`src/rtl/ours_width_upsizer.sv`:
```
// ours_width_upsizer: valid/ready gather stage packing RATIO IN_WIDTH-bit beats into one word.
// Build option OURS_UPSIZER_ZERO_FILL_EN clears the accumulator on every completed word.
module ours_width_upsizer #(
  parameter int IN_WIDTH = 8,
  parameter int RATIO    = 4
) (
  input  logic                      clk,
  input  logic                      rstn,
  input  logic                      valid_in,
  output logic                      ready_out,
  input  logic [IN_WIDTH-1:0]       data_in,
  input  logic                      last_in,
  output logic                      valid_out,
  input  logic                      ready_in,
  output logic [IN_WIDTH*RATIO-1:0] data_out,
  output logic [RATIO-1:0]          mask_out,
  output logic                      last_out
);

  localparam int OUT_WIDTH = IN_WIDTH * RATIO;
  localparam int IDX_W     = (RATIO > 1) ? $clog2(RATIO) : 1;
  localparam logic [IDX_W-1:0] IDX_LAST = IDX_W'(RATIO - 1);

  logic [IDX_W-1:0]     idx, idx_nxt;
  logic [OUT_WIDTH-1:0] acc, acc_nxt, merged;
  logic [RATIO-1:0]     acc_mask, acc_mask_nxt, lane_sel;
  logic                 accept, complete;

  // ready depends only on the output register and ready_in, never on valid_in/last_in
  assign ready_out = ~valid_out | ready_in;
  assign accept    = valid_in & ready_out;
  assign complete  = accept & ((idx == IDX_LAST) | last_in);

  always_comb begin
    lane_sel = '0;
    merged   = acc;
    for (int k = 0; k < RATIO; k++) begin
      if (idx == IDX_W'(k)) begin
        lane_sel[k] = 1'b1;
        merged[k*IN_WIDTH +: IN_WIDTH] = data_in;
      end
    end
  end

  always_comb begin
    idx_nxt      = idx;
    acc_nxt      = acc;
    acc_mask_nxt = acc_mask;
    if (accept) begin
      acc_nxt = merged;
      if (complete) begin
        idx_nxt      = '0;
        acc_mask_nxt = '0;
`ifdef OURS_UPSIZER_ZERO_FILL_EN
        acc_nxt      = '0;
`endif
      end else begin
        idx_nxt      = idx + IDX_W'(1);
        acc_mask_nxt = acc_mask | lane_sel;
      end
    end
  end

  always_ff @(posedge clk or negedge rstn) begin
    if (!rstn) begin
      idx      <= '0;
      acc      <= '0;
      acc_mask <= '0;
    end else begin
      idx      <= idx_nxt;
      acc      <= acc_nxt;
      acc_mask <= acc_mask_nxt;
    end
  end

  // a completing beat may replace a word that is being drained in the same cycle
  always_ff @(posedge clk or negedge rstn) begin
    if (!rstn) begin
      valid_out <= 1'b0;
      data_out  <= '0;
      mask_out  <= '0;
      last_out  <= 1'b0;
    end else if (complete) begin
      valid_out <= 1'b1;
      data_out  <= merged;
      mask_out  <= acc_mask | lane_sel;
      last_out  <= last_in;
    end else if (ready_in) begin
      valid_out <= 1'b0;
    end
  end

endmodule

```
`config.mk`:
```
export PLATFORM = sky130hd
export DESIGN_NAME = ours_width_upsizer
export DESIGN_NICKNAME = d
export VERILOG_FILES = /design/src/rtl/ours_width_upsizer.sv
export SDC_FILE = /design/constraint.sdc
export NUM_CORES = 1
export LEC_CHECK = 0
export ABC_AREA = 1
export ABC_CLOCK_PERIOD_IN_PS = 1240
export CORE_MARGIN = 2
export CORE_UTILIZATION = 34
export DETAILED_ROUTE_END_ITERATION = 12
export GPL_ROUTABILITY_DRIVEN = 0
export PLACE_DENSITY = 0.68
export RECOVER_POWER = 100
export SLEW_MARGIN = 25
export SYNTH_ARGS = -nofsm -noshare
export SYNTH_HDL_FRONTEND = slang
export SYNTH_SLANG_ARGS = --single-unit
```
`constraint.sdc`:
```
create_clock -name clk -period 1.24 [get_ports clk]
set_input_delay 0.124 -clock clk [delete_from_list [all_inputs] [get_ports clk]]
set_output_delay 0.124 -clock clk [all_outputs]
set_load 0.1 [all_outputs]
```
==> results.cfg, run 1 <==
[run_status]
status = finished with violations
failed_checks = negative setup slack

[yosys]
synth-edff-count = 0
synth_fp_nets = 459
synthCells = 442
syn_area_sq_um = 3410
netlist.top_cell.by_area = dfrtp_1
synthArstFlopShare_pct = 100
synth_seq_area_share_pct = 55.7
synth_area_leaders = dfrtp_1 56%, nand2_1 31%, nand3_1 6.0%
yosysWarnings = 0
synth_ff_type = dfrtp_1
yosys.cell_count.top_type = nand2_1
ys_types = 14
syn_area_per_cell_sq_um = 7.73
ys_ff_latch = 76
synthTopCellsByCount = 281 x nand2_1, 76 x dfrtp_1, 41 x nand3_1
netlist.area_leader.share_pct = 55.7

[clock_tree]
clock_latency_ns = 0.36
tritoncts = built
cts_buffer_depth = 2
cts_max_level = 3
cts.sinks = 76
numCtsBuffers = 9
path_clk_slew_ns = 0.08
ctsRootBufferMaster = clkbuf_8

[worst_setup_path]
start_kind = flip-flop
crit_family = flip-flops
cp.arrival_ns = 1.24
required_ns = 1.12
r2r_end = mask_out[3]
ff2ff_setup_slack_ns = -0.10
path_class = flip-flop to output port
crit_chain = nand2_8 > buf_6 > buf_12
r2r-start = valid_out
critPathBufInv = 2
end_kind = output port
critPathMaxFanout = 3
max_stage_delay_ns = 0.53
slowest_stage = dfrtp_4
reg2reg_depth = 6

[sta]
post-route-min-period_ns = 1.37
rsz0062_at_grt = true
max_freq_ghz = 0.731
layout_setup_ws_ns = -0.127
clock_skew_ns = 0.00609
tightest_slew_ns = 0.587
drv_slew = 0
hold_viol = 0
setup_viol = 64
fin_setup_tns_ns = -3.55
relSlewSlack_pct = 60.9
fin_worst_hold_slack_ns = 0.309
fin_crit_sh_pct = 110

[power]
p_int_uw = 6290
vdd_drop_max_mv = 1.62
clkPwrFrac_pct = 14.5
p_leak_uw = 0.00274
seqPwrFrac_pct = 29.6
power_per_cell_area_nw_per_um2 = 2650
combPwrFrac_pct = 55.8
swShare_pct = 53.2
p_switching_uw = 7140

[floorplanning]
die_x_um = 104
dieArea_sq_um = 10900
rows = 36
die_y_um = 104
initial_core_util_pct = 34.9
pin_count = 52
core_region_area_sq_um = 9770

[detailed_routing]
drt-wirelength-per-cell_um = 16.3
first_pass_iters = 4
num_vias = 3281
via_per_inst = 4.95
drtAntennaViolNets = 0
finalWirelength_um = 10800
drt_iter0_drc = 203
drc = 0

[cells_and_area]
fill_cells = 858
final_nets = 542
drive_above_1_share_pct = 34.7
area_growth_pct = 48.4
stdcell_area_sq_um = 5070
antenna_cells = 0

[min_path]
hp-class = primary input to asynchronous set/reset pin

[place]
portBuffers = 51
place_hpwl_um = 5790
placed_area_sq_um = 4670

[job]
cap_violations = 0

[global_routing]
globalRouteOverflowTotal = 0
grt_pass1_vias = 3186
antenna_found_initial = 0
grt_max_degree = 40
grt_pass1_wl_um = 15600
track_usage_pct = 17.9
## what timing repair did
item,in CTS,in global routing
hold endpoints to repair,76,0
cloned,2,9
setup endpoints to repair,69,78
hold buffers,1,0
buffers inserted,6,6
pin swaps,3,42
gates resized for setup,34,82
## metal layers
metal	up-vias	wire, um	GRT usage, %
met4	0	408	6.08
met3	31	641	4.26
met2	152	5400	29.9
li1	1528	-	-
met1	1570	4330	22.7
met5	-	0	0
## power groups by stage
stage	logic, uW	registers (uW)	clock network [uW]
global placement	7820	4240	0
CTS	8180	4230	1980
finish	7500	3980	1950
detailed placement	7930	4260	0
floorplan	1610	7460	0
global route	7910	4090	2080
## area by class of cell
| type | instances | area [sq um] | area share [%] |
|---|---|---|---|
| multi-input combinational | 334 | 1710 | 33.7 |
| clock inverter | 6 | 62.6 | 1.23 |
| clock buffer | 10 | 138 | 2.72 |
| timing repair buffer | 94 | 1040 | 20.6 |
| tap | 133 | 166 | 3.28 |
| inverter | 10 | 40.0 | 0.790 |
| sequential | 76 | 1910 | 37.7 |
## kinds of logic (layout without fill, tap and decap cells)
group / Yosys count / count (layout) / share of synthesized area (%)
AO/OA/AOI/OAI: 2 / 2 / 0.403
adder cells (fa/ha/maj): 4 / 4 / 1.47
buffers and inverters: 32 / 120 / 4.36
flip-flops: 76 / 76 / 55.7
AND/OR/NAND/NOR: 328 / 328 / 38.1
## worst max-delay path by stage
stage / from / to / slack [ns] / cells past startpoint
finish: valid_out / ready_out / -0.13 / 3
floorplan: valid_out / data_out[24] / -0.20 / 6
CTS: valid_out / ready_out / -0.11 / 3
detailed placement: ready_in / mask_out[3] / -0.17 / 6
global placement: ready_in / data_out[4] / -0.15 / 6
global route: valid_out / ready_out / -0.16 / 3
## layout by cell type (no fill, tap or decap), drive strengths merged
master / netlist / routed
nand2: 282 / 282
buf: 17 / 77
dfrtp: 76 / 76
nand3: 41 / 41
clkbuf: 5 / 15
clkdlybuf4s50: 0 / 11
inv: 10 / 11
ha: 4 / 4
clkinv: 0 / 4
or2: 4 / 4
a21oi: 1 / 1
nor2: 1 / 1
o21ai: 1 / 1
bufinv: 0 / 1
dlygate4sd3: 0 / 1
## sequential cells by signal, summed over array words and instances (netlist names)
signal	flops
acc_mask	4
acc	32
idx	2
valid_out	1
last_out	1
mask_out	4
data_out	32
## through the flow
stage	instances	power, uW	setup slack [ns]	util [%]
global placement	623	12100	-0.150	47.7
finish	663	13400	-0.127	51.8
global route	663	14100	-0.158	51.8
detailed placement	623	12200	-0.166	47.7
CTS	648	14400	-0.114	52.0
floorplan	442	9070	-0.202	-
No activity file was read; power rests on OpenSTA's default activity.
==> run 2: changes to the inputs <==
Settings changed: SKIP_CTS_REPAIR_TIMING set to 1.
==> run 2 against run 1 <==
Compared with the run above: the flow still finishes with violations (negative setup slack); total power fell by 1.8%; setup slack got worse by 0.0016 ns; maximum frequency fell by 0.12%; clock power barely moved; combinational power fell by 4.0%; hold slack got worse by 0.0037 ns; final cell count fell by 0.90%; clock skew rose by 0.0024 ns; wire length fell by 4.8%; largest cell class unchanged; largest power group unchanged.
==> results.cfg, run 2 (same netlist as run 1, synthesis figures left out) <==
[run_status]
status = finished with violations
failed_checks = negative setup slack

[worst_setup_path]
max_stage_delay_ns = 0.54
required_ns = 1.49
end_kind = flip-flop
start_kind = flip-flop
critPathMaxFanout = 5
cp.arrival_ns = 1.62
slowest_stage = dfrtp_4
path_class = flip-flop to flip-flop
cp_common_cell = nand2_1
crit_chain = nand2_8 > buf_4 > nand3_4 > clkbuf_16 > nand2_1 > nand2_1

[detailed_routing]
drt_iter0_drc = 215
drt-wirelength-per-cell_um = 15.6
wl_met3_um = 659
finalWirelength_um = 10300
num_vias = 3208
via_per_inst = 4.88
routed.top_layer = met4
wl_met1_um = 4260
drtAntennaViolNets = 0
met2_length_um = 5110
first_pass_iters = 4
drc = 0

[clock_tree]
cts_buffer_depth = 2
tritoncts = built
ctsRootBufferMaster = clkbuf_8
cts_max_level = 3
clock_latency_ns = 0.36
path_clk_slew_ns = 0.08
cts.sinks = 76
numCtsBuffers = 9

[place]
dp_slack_ns = -0.166
place_hpwl_um = 5790
portBuffers = 51
placed_area_sq_um = 4670

[power]
power_per_cell_area_nw_per_um2 = 2700
vdd_drop_max_mv = 1.58
combPwrFrac_pct = 54.6
seqPwrFrac_pct = 30.6
clkPwrFrac_pct = 14.8
p_switching_uw = 6980
p_int_uw = 6210
swShare_pct = 52.9
p_leak_uw = 0.00266
power_uw = 13200

[sta]
max_freq_ghz = 0.731
fin_crit_sh_pct = 110
clock_skew_ns = 0.00852
tightest_slew_ns = 0.578
relSlewSlack_pct = 61.5
fin_worst_hold_slack_ns = 0.306
setup_viol = 75
hold_viol = 0
drv_slew = 0
rsz0062_at_grt = true
post-route-min-period_ns = 1.37
layout_setup_ws_ns = -0.129

[global_routing]
globalRouteOverflowTotal = 0
track_usage_pct = 16.6
antenna_found_initial = 0
grt_pass1_vias = 3077
grt_max_degree = 40
grt_pass1_wl_um = 14700

[floorplanning]
initial_core_util_pct = 34.9
die_y_um = 104
die_x_um = 104
pin_count = 52
core_region_area_sq_um = 9770
rows = 36
dieArea_sq_um = 10900

[cells_and_area]
stdcell_area_sq_um = 4890
finish.utilization_pct = 50.0
area_growth_pct = 43.2
drive_above_1_share_pct = 28.1
antenna_cells = 0
mostFrequentLayoutCell = nand2_1
top_regs = acc: 32 flops, data_out: 32 flops
final_nets = 536
layout_common_cells = 251 x nand2_1, 73 x dfrtp_1, 43 x buf_4

[job]
cap_violations = 0

[min_path]
hp-class = primary input to asynchronous set/reset pin
[run 2: cell types whose count changed in the layout (fill, tap and decap cells not counted), sizes merged]
cell	before	now
buf	77	67
clkbuf	15	19
[run 2: worst paths after layout]
kind                                     end  cells past startpoint          from  slack (ns)
worst max-delay path            data_out[26]                      6     valid_out       -0.13
worst min-delay path             data_out[1]                      2          rstn        0.31
worst max register to register  data_out[26]                      6     valid_out       -0.13
worst min register to register  data_out[30]                      2  data_out[30]        0.48
max in group asynchronous             idx[1]                      3          rstn        0.12
min in group clk                data_out[30]                      2  data_out[30]        0.48
[run 2: layer usage]
metal  vias up  global-route usage (%)
met5         -                       0
met4         0                    5.02
met3        23                    4.14
met2       147                    27.4
met1      1525                    21.5
li1       1513                       -
[run 2: power groups by stage]
stage                     Sequential, uW  Clock, uW  Combinational [uW]
final                               4040       1950                7200
after global routing                4160       2080                7610
after CTS                           4230       1980                7950
after detailed placement            4260          0                7930
after global placement              4240          0                7820
after floorplan                     7460          0                1610
[run 2: cell type report]
cell class | instances | area, sq um
Tap cell | 133 | 166
Clock inverter | 6 | 62.6
Fill cell | 876 | 4880
Multi-Input combinational cell | 334 | 1570
Clock buffer | 10 | 138
Inverter | 10 | 40.0
Timing Repair Buffer | 88 | 1000
Sequential cell | 76 | 1910
[run 2: through the flow]
stage                     setup TNS (ns)  std cells
after floorplan                   -11.42        442
after detailed placement           -8.83        623
after global routing               -9.16        657
final                              -5.15        657
after CTS                          -6.13        639
after global placement             -8.11        623
[run 2: worst max-delay path: cells and delay by family, from the launching register on]
kind                   cells  cell delay (ns)
flip-flops                 1             0.54
buffers and inverters      2             0.36
AND/OR/NAND/NOR            4             0.36
